## src/rtl/wvlt_postbuf_pkg.sv

```systemverilog
`default_nettype none
// wvlt_postbuf_pkg -- shared types and helpers for the multi-level wavelet post-buffer. Rev 1.0
package wvlt_postbuf_pkg;

  localparam int unsigned PB_W_DAT = 16;

  typedef enum logic [1:0] {
    PB_IDLE = 2'd0,
    PB_RD_L = 2'd1,
    PB_RD_H = 2'd2,
    PB_OUT  = 2'd3
  } t_pb_state;

  typedef struct packed {
    logic [PB_W_DAT-1:0] l;
    logic [PB_W_DAT-1:0] h;
  } t_wvlt_pair;

  function automatic int unsigned pb_stride(input int unsigned lvl);
    return 32'd1 << lvl;
  endfunction

endpackage
`default_nettype wire

```

## src/rtl/wvlt_sdp_ram.sv

```systemverilog
`default_nettype none
// wvlt_sdp_ram -- inferred simple dual-port RAM, registered read, 1-cycle latency. Rev 1.0
module wvlt_sdp_ram #(
  parameter  int pW_DAT = 16,
  parameter  int pWORDS = 256,
  localparam int pADR   = $clog2(pWORDS)
) (
  input  logic              i_clk,
  input  logic              i_we,
  input  logic [pADR-1:0]   i_waddr,
  input  logic [pW_DAT-1:0] i_wdat,
  input  logic [pADR-1:0]   i_raddr,
  output logic [pW_DAT-1:0] o_rdat
);

  logic [pW_DAT-1:0] r_mem [pWORDS];

  always_ff @(posedge i_clk) begin
    if (i_we) begin
      r_mem[i_waddr] <= i_wdat;
    end
    o_rdat <= r_mem[i_raddr];
  end

endmodule
`default_nettype wire

```

## src/rtl/wvlt_postbuf_ml.sv

```systemverilog
`default_nettype none
// wvlt_postbuf_ml -- multi-level wavelet post-buffer returning (base, base+2^level) pairs. Rev 1.0
module wvlt_postbuf_ml
  import wvlt_postbuf_pkg::*;
#(
  parameter  int pW_DAT     = 16,
  parameter  int pWORDS_DAT = 256,
  parameter  int pLEVELS    = 4,
  localparam int pADR_DAT   = $clog2(pWORDS_DAT),
  localparam int pW_LVL     = (pLEVELS > 1) ? $clog2(pLEVELS) : 1
) (
  input  logic                iclk,
  input  logic                irst_n,
  input  logic                iclk_wr,
  input  logic                iena,
  input  logic [pW_DAT-1:0]   idat,
  input  logic                iclk_rd,
  input  logic                ireq,
  input  logic [pW_LVL-1:0]   ilevel,
  input  logic                iclr,
  output logic                oclk_ena,
  output logic                oena,
  output logic [pW_DAT-1:0]   odat_l,
  output logic [pW_DAT-1:0]   odat_h,
  output logic [pADR_DAT:0]   oavail,
  output logic                oovf,
  output logic                ounf,
  output logic                ocoll
);

  typedef struct packed {
    logic [pW_DAT-1:0] l;
    logic [pW_DAT-1:0] h;
  } t_pair;

  localparam logic [pADR_DAT:0] c_FULL = (pADR_DAT+1)'(pWORDS_DAT);

  t_pb_state             r_state, w_state_nxt;
  logic [pADR_DAT-1:0]   r_wr_ptr, r_base;
  logic [pADR_DAT:0]     r_avail, w_avail_nxt;
  logic [pW_LVL-1:0]     r_lvl, w_lvl;
  logic                  r_req_q, r_bad, r_ovf, r_unf, r_coll;
  logic [pW_DAT-1:0]     r_l;
  t_pair                 r_hold, w_pair;
  logic                  r_hold_ena;
  logic [pW_DAT-1:0]     w_rdat;
  logic [pADR_DAT:0]     w_stride, w_two_s;
  logic [pADR_DAT-1:0]   w_addr_h, w_raddr;
  logic                  w_full, w_wr_en, w_wr_drop;
  logic                  w_start, w_unf_now, w_coll_now, w_pulse, w_retire;

  // A strobe on the same cycle as the ireq rising edge must already see the new level.
  assign w_lvl    = (ireq && !r_req_q) ? ilevel : r_lvl;
  assign w_stride = (pADR_DAT+1)'(pb_stride(32'(w_lvl)));
  assign w_two_s  = w_stride << 1;
  assign w_addr_h = r_base + w_stride[pADR_DAT-1:0];

  assign w_full     = (r_avail == c_FULL);
  assign w_wr_en    = iclk_wr && iena && !w_full;
  assign w_wr_drop  = iclk_wr && iena && w_full;
  assign w_start    = (r_state == PB_IDLE) && iclk_rd && ireq;
  assign w_unf_now  = w_start && (r_avail <= w_stride);
  assign w_coll_now = iclk_rd && (r_state != PB_IDLE);
  assign w_pulse    = (r_state == PB_OUT) && ireq;
  assign w_retire   = w_pulse && !r_bad;
  assign w_raddr    = (r_state == PB_RD_H) ? w_addr_h : r_base;

  wvlt_sdp_ram #(
    .pW_DAT (pW_DAT),
    .pWORDS (pWORDS_DAT)
  ) u_ram (
    .i_clk   (iclk),
    .i_we    (w_wr_en),
    .i_waddr (r_wr_ptr),
    .i_wdat  (idat),
    .i_raddr (w_raddr),
    .o_rdat  (w_rdat)
  );

  always_comb begin
    w_state_nxt = r_state;
    if (!ireq) begin
      w_state_nxt = PB_IDLE;
    end else begin
      case (r_state)
        PB_IDLE: if (iclk_rd) w_state_nxt = PB_RD_L;
        PB_RD_L: w_state_nxt = PB_RD_H;
        PB_RD_H: w_state_nxt = PB_OUT;
        PB_OUT:  w_state_nxt = PB_IDLE;
        default: w_state_nxt = PB_IDLE;
      endcase
    end
  end

  // A pair passing the S+1 check can still retire more than was written; floor at zero.
  always_comb begin
    w_avail_nxt = r_avail + {{pADR_DAT{1'b0}}, w_wr_en};
    if (w_retire) begin
      w_avail_nxt = (w_avail_nxt > w_two_s) ? (w_avail_nxt - w_two_s) : '0;
    end
    if (!ireq && !iena) begin
      w_avail_nxt = '0;
    end
  end

  always_comb begin
    w_pair = '0;
    if (!r_bad) begin
      w_pair.l = r_l;
      w_pair.h = w_rdat;
    end
  end

  always_ff @(posedge iclk or negedge irst_n) begin
    if (!irst_n) begin
      r_state    <= PB_IDLE;
      r_wr_ptr   <= '0;
      r_base     <= '0;
      r_avail    <= '0;
      r_lvl      <= '0;
      r_req_q    <= 1'b0;
      r_bad      <= 1'b0;
      r_l        <= '0;
      r_hold     <= '0;
      r_hold_ena <= 1'b0;
      r_ovf      <= 1'b0;
      r_unf      <= 1'b0;
      r_coll     <= 1'b0;
    end else begin
      r_state <= w_state_nxt;
      r_req_q <= ireq;
      r_avail <= w_avail_nxt;
      if (ireq && !r_req_q) r_lvl <= ilevel;

      if (!iena)        r_wr_ptr <= '0;
      else if (w_wr_en) r_wr_ptr <= r_wr_ptr + pADR_DAT'(1);

      if (!ireq)         r_base <= '0;
      else if (w_retire) r_base <= r_base + w_two_s[pADR_DAT-1:0];

      if (w_start)              r_bad <= w_unf_now;
      if (r_state == PB_RD_H)   r_l   <= w_rdat;

      if (w_pulse) begin
        r_hold     <= w_pair;
        r_hold_ena <= !r_bad;
      end

      if (iclr)           r_ovf <= 1'b0;
      else if (w_wr_drop) r_ovf <= 1'b1;
      if (iclr)           r_unf <= 1'b0;
      else if (w_unf_now) r_unf <= 1'b1;
      if (iclr)            r_coll <= 1'b0;
      else if (w_coll_now) r_coll <= 1'b1;
    end
  end

  // The pair is presented live during OUT and held from then on.
  assign oclk_ena = w_pulse;
  assign oena     = w_pulse ? !r_bad   : r_hold_ena;
  assign odat_l   = w_pulse ? w_pair.l : r_hold.l;
  assign odat_h   = w_pulse ? w_pair.h : r_hold.h;
  assign oavail   = r_avail;
  assign oovf     = r_ovf;
  assign ounf     = r_unf;
  assign ocoll    = r_coll;

endmodule
`default_nettype wire

```

## config.mk

```make
export PLATFORM = sky130hd
export DESIGN_NAME = wvlt_postbuf_ml
export DESIGN_NICKNAME = d
export VERILOG_FILES = /design/src/rtl/wvlt_postbuf_pkg.sv /design/src/rtl/wvlt_sdp_ram.sv /design/src/rtl/wvlt_postbuf_ml.sv
export SDC_FILE = /design/constraint.sdc
export NUM_CORES = 2
export LEC_CHECK = 0
export BUFFER_PORTS_ARGS = -buffer_cell sky130_fd_sc_hd__buf_2
export CAP_MARGIN = 15
export CORE_ASPECT_RATIO = 1.75
export CORE_MARGIN = 2
export CORE_UTILIZATION = 40
export CTS_CLUSTER_DIAMETER = 40
export DETAILED_ROUTE_END_ITERATION = 7
export SLEW_MARGIN = 40
export SYNTH_ARGS = -nofsm -noshare
export SYNTH_HDL_FRONTEND = slang
export SYNTH_SLANG_ARGS = --single-unit
```

## constraint.sdc

```tcl
create_clock -name iclk -period 6.4 [get_ports iclk]
set_clock_uncertainty 0.15 [all_clocks]
set_input_delay 1.28 -clock iclk [delete_from_list [all_inputs] [get_ports iclk]]
set_output_delay 1.28 -clock iclk [all_outputs]
set_load 0.005 [all_outputs]
```

==> results_dict.tcl <==
set metrics [dict create \
    first_global_vias 93400 \
    initial_utilization_pct 40.1 \
    width_of_the_die_um 486 \
    antenna_found_initial 44 \
    cap_viol_max_count 0 \
    post_synth_edffs 4096 \
    total_setup_violations_reported_at_the_end_of_the_flow 0 \
    synth_area_per_cell_um2 18.4 \
    run_status "finished clean" \
    switching_power_w 0.0197 \
    yosysSeqAreaShare_pct 76.9 \
    power_report.internal_total_w 0.0474 \
    setup_repair_after_global_routing_missed_its_margin "false" \
    placed_cells 14500 \
    grt_overflow_total 0 \
    drt_first_iter_violations 14400 \
    std_cell_rows 310 \
    clk_pin_slew_ns 0.07 \
    dp_slack_ns -0.114 \
    syn_area_um2 163000 \
    synth-seq-cells 4194 \
    cts_tree "yes" \
    power_per_cell_area_nw_per_um2 356 \
    post-route-worst-setup-slack_ns 0.618 \
    comb_power_share_pct 19.3 \
    hold-path-endpoint "oovf" \
    postSynthNetCount 8914 \
    synth.yosys.warnings 0 \
    critPathLaunchType "flop" \
    rr_endpoint "u_ram.o_rdat[11]" \
    layout_worst_path_cycle_share_pct 90.3 \
    netlist-cell-type-count 93 \
    timing.critical_path.arrival_ns 6.51 \
    end_kind "flop" \
    routed_wire_length_per_instance_um 38.4 \
    ctsHtreeMaxLevel 5 \
    gr-usage-all-layers_pct 27.8 \
    cts_hold_repair.buffers 1 \
    layout-drive-gt1-share_pct 23.2 \
    fill_cells 34100 \
    post_cts_buffers 0 \
    slew_viol_final 0 \
    grt_start_max_net_pins 148 \
    cts_buffer_depth 4 \
    portBuffers 70 \
    setup.reg_to_reg.worst_slack_ns 0.62 \
    top_ports 71 \
    period_minus_slack_ns 5.78 \
    grt_pass1_wl_mm 792 \
    ys_async_sr_fraction_pct 1.96 \
    insertion_delay_ns 0.97 \
    postRouteWirelength_mm 585 \
    layout_common_cells "edfxtp_1 (4096), nand2_1 (861), buf_4 (712)" \
    cp_max_fo 11 \
    synthCells 8862 \
    core_area_um2 406000 \
    avgViaCountPerCell 6.28 \
    setup_total_neg_slack_ns 0 \
    die_y_um 848 \
    hold_slack_ns 0.332 \
    remaining_drc_errors 0 \
    maxClockFrequency_ghz 0.173 \
    drtAntennaViolNets 0 \
    r2r_cells 18 \
    number_of_standard_cells_in_the_layout_taps_in_and_fillers_out 15200 \
    syn_to_final_growth_pct 15.7 \
    num_vias 95800 \
    vdd_drop_max_mv 0.307 \
    mostFrequentLayoutCell "edfxtp_1" \
    hold_class "input pin to flop" \
    postCtsResizedCells 0 \
    report.final.hold_viol_count 0 \
    cts_made_buffers 385 \
    hpwlAfterDp_mm 375 \
    worst_hold_path.num_cells 2 \
    floorplan.die_area_um2 413000 \
    clkSinkCount 4194 \
    total_leakage_power_nw 60.4 \
    clock_power_share_pct 35.0 \
    postLayoutCoreUtil_pct 46.4 \
    finalWeightedCongestion 0.986 \
    tightestPinTransition_ns 1.09 \
    finalNetCount 9637 \
    power_frac_seq_pct 45.7 \
    maxSlewHeadroom_pct 27.3 \
    worstReg2RegStart "r_req_q" \
    critPathKind "flop to flop" \
    ctsRootBufferMaster "clkbuf_16" \
    drtPass1Iterations 7 \
    swShare_pct 29.4 \
    worst_hold_startpoint "iclr" \
    required_ns 7.13 \
    yosys_most_used_dff "edfxtp_1" \
]
==> sequential cells by signal, indices dropped and copies added (netlist names), 2 cells and up <==
register	cells
oavail	9
r_base	7
r_hold	32
r_l	16
r_lvl	2
r_state	2
r_wr_ptr	8
u_ram.o_rdat	16
u_ram.r_mem	4096
==> logic make-up (layout without fill, tap and decap cells) <==
kind of cell / Yosys count / in the layout / share of synthesized area (%)
AOI/OAI and AO/OA: 1495 / 1495 / 6.66
buffers and inverters: 607 / 1646 / 1.99
DFF: 4194 / 4194 / 76.9
and+or+nand+nor: 1722 / 1722 / 4.53
muxes: 787 / 787 / 9.50
xor gates and xnor gates: 29 / 29 / 0.156
adders and majority gates: 27 / 27 / 0.221
other: 1 / 38 / 0.00230
==> critical path, cell delays in order, from the launching register on <==
cell,delay [ns]
dfrtp_1,0.41
nand2b_2,0.20
buf_4,0.16
mux2i_1,0.20
inv_1,0.11
nand2_1,0.19
inv_1,0.12
ha_1,0.36
xnor2_1,0.44
a21o_4,0.35
nand3_1,0.74
buf_4,0.48
a311oi_1,0.27
a2111oi_1,0.13
buf_4,0.16
o21ai_0,0.56
buf_4,0.26
o221ai_1,0.13
o22ai_1,0.21
==> cells in the mapped netlist (68+ instances only) <==
| cell | n | area share, % |
|---|---|---|
| edfxtp_1 | 4096 | 75 |
| nand2_1 | 876 | 2.0 |
| mux4_2 | 580 | 8.0 |
| nor2_1 | 414 | 0.95 |
| clkbuf_1 | 263 | 0.61 |
| o22ai_1 | 245 | 0.94 |
| a211oi_1 | 169 | 0.78 |
| a21oi_1 | 169 | 0.52 |
| o221ai_1 | 153 | 0.82 |
| buf_2 | 145 | 0.45 |
| mux2i_1 | 143 | 0.88 |
| o21ai_0 | 139 | 0.43 |
| nand3_1 | 138 | 0.42 |
| a311oi_1 | 112 | 0.60 |
| a31oi_1 | 111 | 0.43 |
| dfrtp_1 | 82 | 1.3 |
| buf_1 | 72 | 0.17 |
| a221oi_1 | 68 | 0.37 |
==> worst max path at each step <==
stage	start	end	slack, ns	depth (start not counted)
floorplan	ireq	u_ram.o_rdat[7]	1.43	17
global placement	ireq	u_ram.o_rdat[2]	-1.19	18
detailed placement	ireq	u_ram.o_rdat[7]	-0.11	20
CTS	r_req_q	u_ram.o_rdat[7]	0.74	19
global route	r_req_q	u_ram.o_rdat[11]	0.45	19
finish	r_req_q	u_ram.o_rdat[11]	0.62	18
==> routing by layer <==
layer / GRT usage [%] / vias to the layer above / wire length [um]
met5: 0 / - / 115
met3: 5.33 / 1578 / 52200
met4: 23.8 / 14 / 59200
met1: 32.1 / 50200 / 194000
li1: - / 37700 / -
met2: 44.7 / 6278 / 279000
==> per-stage QoR <==
stage               total power, W  area [um^2]
floorplan                   0.0370       163000
global placement            0.0437       175000
detailed placement          0.0438       176000
CTS                         0.0670       188000
global route                0.0684       188000
finish                      0.0671       188000
==> area by class of cell <==
cell class                      instances  area (um^2)  area share, %
Clock buffer                          459        10100           5.35
Timing Repair Buffer                  918         8510           4.51
Multi-Input combinational cell       4061        35100           18.6
Sequential cell                      4194       125000           66.5
Antenna cell                           37         92.6         0.0491
Tap cell                             5304         6640           3.52
Clock inverter                        244         2540           1.35
Inverter                               25         98.8         0.0524
==> power groups by stage <==
stage / clock network, W / registers (W) / logic [W]
floorplan: 0 / 0.0310 / 0.00594
global placement: 0 / 0.0312 / 0.0125
detailed placement: 0 / 0.0313 / 0.0126
CTS: 0.0237 / 0.0307 / 0.0126
global route: 0.0246 / 0.0307 / 0.0131
finish: 0.0235 / 0.0307 / 0.0130
No activity file was read; power rests on OpenSTA's default activity.
